==> src/rtl/mproc_sequencer.sv <==
// mproc fetch/decode/execute/writeback controller.
// Drives ir/pc/reg_alu strobes and retires instructions.
module mproc_sequencer #(
  parameter int unsigned TIMEOUT = 15,
  parameter int unsigned CNT_W   = 16
) (
  input  logic             clk,
  input  logic             reset,
  input  logic             run,
  input  logic             mem_ready,
  input  logic             cout,
  input  logic [15:0]      cur_ins,
  output logic             load_ir,
  output logic             pc_inc,
  output logic             pc_load,
  output logic             wr_reg,
  output logic [1:0]       op,
  output logic [2:0]       rd_addr_a,
  output logic [2:0]       rd_addr_b,
  output logic [2:0]       wr_addr,
  output logic             halted,
  output logic             bus_err,
  output logic [CNT_W-1:0] ins_count
);

  typedef enum logic [2:0] {
    S_IDLE,
    S_FETCH,
    S_DECODE,
    S_EXEC,
    S_WB,
    S_HALT,
    S_ERR
  } state_t;

  localparam logic [7:0] WAIT_LAST = 8'(TIMEOUT - 1);

  state_t           state_q;
  logic [7:0]       wait_q;
  logic             taken_q;
  logic [CNT_W-1:0] cnt_q;

  logic [4:0] cls;
  logic       is_alu;
  logic       is_jc;
  logic       is_nop;
  logic       is_halt;

  assign cls     = cur_ins[15:11];
  assign is_alu  = (cls == 5'b00000);
  assign is_jc   = (cls == 5'b00001);
  assign is_nop  = (cls == 5'b00010);
  assign is_halt = (cls == 5'b11111);

  assign op        = cur_ins[10:9];
  assign wr_addr   = cur_ins[8:6];
  assign rd_addr_b = cur_ins[5:3];
  assign rd_addr_a = cur_ins[2:0];

  // Strobes decode from the state register so reset kills them at once.
  assign load_ir = (state_q == S_FETCH) & mem_ready;
  assign pc_load = (state_q == S_EXEC) & is_jc & cout;
  assign wr_reg  = (state_q == S_WB) & is_alu;
  assign pc_inc  = (state_q == S_WB) &
                   (is_alu | is_nop | (is_jc & ~taken_q));
  assign halted    = (state_q == S_HALT);
  assign bus_err   = (state_q == S_ERR);
  assign ins_count = cnt_q;

  always_ff @(posedge clk or negedge reset) begin
    if (!reset) begin
      state_q <= S_IDLE;
      wait_q  <= '0;
      taken_q <= 1'b0;
      cnt_q   <= '0;
    end else begin
      unique case (state_q)
        S_IDLE: begin
          if (run) state_q <= S_FETCH;
        end
        S_FETCH: begin
          if (mem_ready) begin
            state_q <= S_DECODE;
            wait_q  <= '0;
          end else if (wait_q == WAIT_LAST) begin
            state_q <= S_ERR;
          end else begin
            wait_q <= wait_q + 8'd1;
          end
        end
        S_DECODE: begin
          unique case (1'b1)
            is_alu,
            is_jc:   state_q <= S_EXEC;
            is_nop:  state_q <= S_WB;
            is_halt: state_q <= S_HALT;
            default: state_q <= S_ERR;
          endcase
        end
        S_EXEC: begin
          taken_q <= is_jc & cout;
          state_q <= S_WB;
        end
        S_WB: begin
          if (~&cnt_q) cnt_q <= cnt_q + 1'b1;
          state_q <= run ? S_FETCH : S_IDLE;
        end
        S_HALT,
        S_ERR: begin
          state_q <= state_q;
        end
        default: state_q <= S_IDLE;
      endcase
    end
  end

endmodule

==> config.mk <==
export PLATFORM = sky130hd
export DESIGN_NAME = mproc_sequencer
export DESIGN_NICKNAME = d
export VERILOG_FILES = /design/src/rtl/mproc_sequencer.sv
export SDC_FILE = /design/constraint.sdc
export NUM_CORES = 1
export LEC_CHECK = 0
export BUFFER_PORTS_ARGS = -buffer_cell sky130_fd_sc_hd__buf_4
export CAP_MARGIN = 10
export CORE_MARGIN = 2
export CORE_UTILIZATION = 49
export CTS_CLUSTER_DIAMETER = 80
export CTS_CLUSTER_SIZE = 20
export DETAILED_ROUTE_END_ITERATION = 12
export PLACE_DENSITY = 0.78
export SKIP_LAST_GASP = 1
export SYNTH_ARGS = -nofsm -noshare
export SYNTH_HDL_FRONTEND = slang
export SYNTH_SLANG_ARGS = --single-unit
==> constraint.sdc <==
create_clock -name clk -period 2.3 [get_ports clk]
set_input_delay 0.345 -clock clk [delete_from_list [all_inputs] [get_ports clk]]
set_output_delay 0.345 -clock clk [all_outputs]
set_load 0.005 [all_outputs]
==> flow_summary.yaml <==
sta:
  timing.fmax_mhz: 501
  hold_viol: 0
  setup_violations: 0
  tightest_slew_ns: 0.566
  drv_slew: 0
  fin_worst_skew_ns: 0.00456
  rsz0062_at_grt: "false"
  relSlewSlack: 0.621
  period_needed_ns: 2.00
  fin_setup_tns_ns: 0
  fin_crit_sh: 0.868
route:
  avgRoutedWirePerCell_um: 14.2
  wl_met2_mm: 1.68
  vias_per_cell: 5.55
  drc: 0
  top_layer_used: "met4"
  num_vias: 1266
  drt_iter0_drc: 61
  drt_first_pass_iters: 4
  wl_mm: 3.24
  wl_met3_um: 114
  met1_length_mm: 1.42
  drtAntennaViolNets: 0
clock_network:
  htreeDepth: 1
  cts-resized-gates: 0
  cts_root_buf: "clkbuf_4"
  cts_sinks: 28
  cts_made_buffers: 3
  post_cts_buffers: 0
  cts_tree: "built"
  cts_hold_buf: 1
  clk_pin_slew_worst_paths_ns: 0.15
  clock_latency_ns: 0.33
  clock_path_buffers: 2
flow_run:
  drv_cap: 0
placed_design:
  hpwl_mm: 2.38
  gp_congestion: 0.857
  io_buffer_count: 31
floorplan:
  dieHeight_um: 60.5
  rows: 20
  coreArea_um2: 3050
  fp.dieArea_um2: 3660
  die_w_um: 60.5
  start_util: 0.512
  top_level_ports: 54
global_route:
  grt_max_degree: 29
  grt_pass1_wl_mm: 5.50
  antenna_found_initial: 0
  grt_pass1_vias: 1214
  grt.total_usage: 0.198
  grt_remaining_overflow: 0
layout:
  final_util: 0.589
  antennaDiodeCount: 0
  multi_input_area_um2: 762
  area_growth_pct: 15.0
  fin_nets: 210
  regArea_um2: 701
  fillers: 288
  layout-drive-gt1-share: 0.212
critical_path:
  crit_fanout: 14
  arrival_ns: 1.65
  end_kind: "output pin"
  crit_required_ns: 1.96
  critPathKind: "flip-flop to output pin"
  cp-start-kind: "flip-flop"
synth:
  syn_area_um2: 1560
  synthTopCellsByArea: "dfrtp_1, buf_4, nand2_1, xnor2_1, xor2_1"
  synth_top_area_share: 0.448
  synthCells: 161
  syn_area_per_cell_um2: 9.71
  yosysTopAreaCell: "dfrtp_1"
  ys_ff_latch: 28
  ys_types: 37
  ys_seq_area_frac: 0.448
  syn_nets: 185
  yosysWarnings: 0
power:
  leakage_nw: 0.867
  ir_worst_vdd_mv: 0.342
  powerDensity_nw_per_um2: 408
min_path:
  hp-class: "input port to flip-flop"
run_status:
  status: "completed"
==> registers in the layout, summed over array words and instances, names as in the netlist <==
register and cells:
taken_q 1, state_q 3, ins_count 16, wait_q 8
==> Yosys cell counts <==
cell type / count
xor2_1: 8
nor2b_1: 1
o21ai_1: 1
xnor2_1: 9
or3_4: 1
a21oi_1: 3
and4_1: 1
ha_1: 3
mux2_2: 1
nand2b_1: 1
nand3_1: 6
clkbuf_1: 1
nor3b_2: 1
nand2_1: 21
a31oi_4: 1
buf_4: 11
o32ai_1: 1
a221oi_1: 1
o21ai_0: 13
nand3b_1: 1
or4_1: 1
nand4b_1: 2
o41ai_4: 1
nor2_1: 11
nand4_1: 5
a311oi_1: 1
a311o_1: 1
nor4_1: 3
nor4b_1: 1
nor3_1: 6
a21o_1: 2
a211oi_1: 1
o211a_1: 1
dfrtp_1: 28
o31ai_1: 1
and3_1: 6
inv_1: 4
==> routing by layer <==
| metal | GRT usage | vias to the layer above |
|---|---|---|
| li1 | - | 610 |
| met1 | 0.260 | 625 |
| met2 | 0.342 | 27 |
| met3 | 0.0277 | 4 |
| met4 | 0.0621 | 0 |
| met5 | 0 | - |
==> per-stage QoR <==
| stage | cell area, um^2 | hold slack, ns | power (mW) | std cells | setup WS, ns |
|---|---|---|---|---|---|
| global route | 1800 | 0.323 | 0.757 | 228 | 0.113 |
| CTS | 1800 | 0.312 | 0.737 | 228 | 0.298 |
| floorplan | 1560 | 0.0494 | 0.522 | 161 | 0.665 |
| detailed placement | 1770 | 0.287 | 0.532 | 224 | 0.431 |
| finish | 1800 | 0.316 | 0.734 | 228 | 0.304 |
| global placement | 1770 | 0.280 | 0.531 | 224 | 0.486 |
==> layout by cell type, fill, tap and decap left out, drive strengths merged, types with 2 or more instances in the layout <==
master,synthesis,layout
clkbuf,1,3
nand4b,2,2
nand3,6,6
o21ai,14,14
nor2,11,11
nor3,6,6
inv,4,4
nand4,5,5
dfrtp,28,28
buf,11,31
nor4,3,3
xnor2,9,9
xor2,8,8
a21oi,3,3
ha,3,3
a21o,2,2
and3,6,6
nand2,21,21
==> worst paths after layout <==
| check | from | end | slack (ns) | cells after the start |
|---|---|---|---|---|
| worst max-delay path | state_q[0]$_DFFE_PN0P_ | wr_reg | 0.30 | 3 |
| worst min-delay path | run | state_q[0]$_DFFE_PN0P_ | 0.32 | 3 |
| worst max register to register | wait_q[0]$_DFFE_PN0P_ | state_q[2]$_DFFE_PN0P_ | 0.40 | 6 |
| worst min register to register | taken_q$_DFFE_PN0P_ | taken_q$_DFFE_PN0P_ | 0.50 | 1 |
| max in group asynchronous | reset | wait_q[0]$_DFFE_PN0P_ | 1.60 | 2 |
| min in group asynchronous | reset | wait_q[5]$_DFFE_PN0P_ | 0.44 | 2 |
==> cell type report <==
class | count | area share
Tap cell | 44 | 0.0306
Inverter | 4 | 0.00835
Clock buffer | 3 | 0.0125
Timing Repair Buffer | 32 | 0.135
Multi-Input combinational cell | 117 | 0.424
Sequential cell | 28 | 0.390
==> worst max-delay path: stages, from the launching register on <==
cell     delay, ns
dfrtp_1       0.55
or3_4         0.45
nor3_1        0.18
buf_4         0.14
==> power breakdown <==
| part | internal, mW | switching [mW] |
|---|---|---|
| clock network | 0.0617 | 0.149 |
| registers | 0.493 | 0.0000688 |
| logic | 0.0131 | 0.0180 |
==> cells by family after synthesis <==
family                   count (synthesis)  share of synthesized area
buffers and inverters                   16                     0.0648
XOR/XNOR                                17                     0.0952
multiplexers                             1                    0.00720
flip-flops                              28                      0.448
AND/OR/NAND/NOR                         68                      0.226
adder cells (fa/ha/maj)                  3                     0.0240
AO/OA/AOI/OAI                           28                      0.134
No activity file was read; power rests on OpenSTA's default activity.
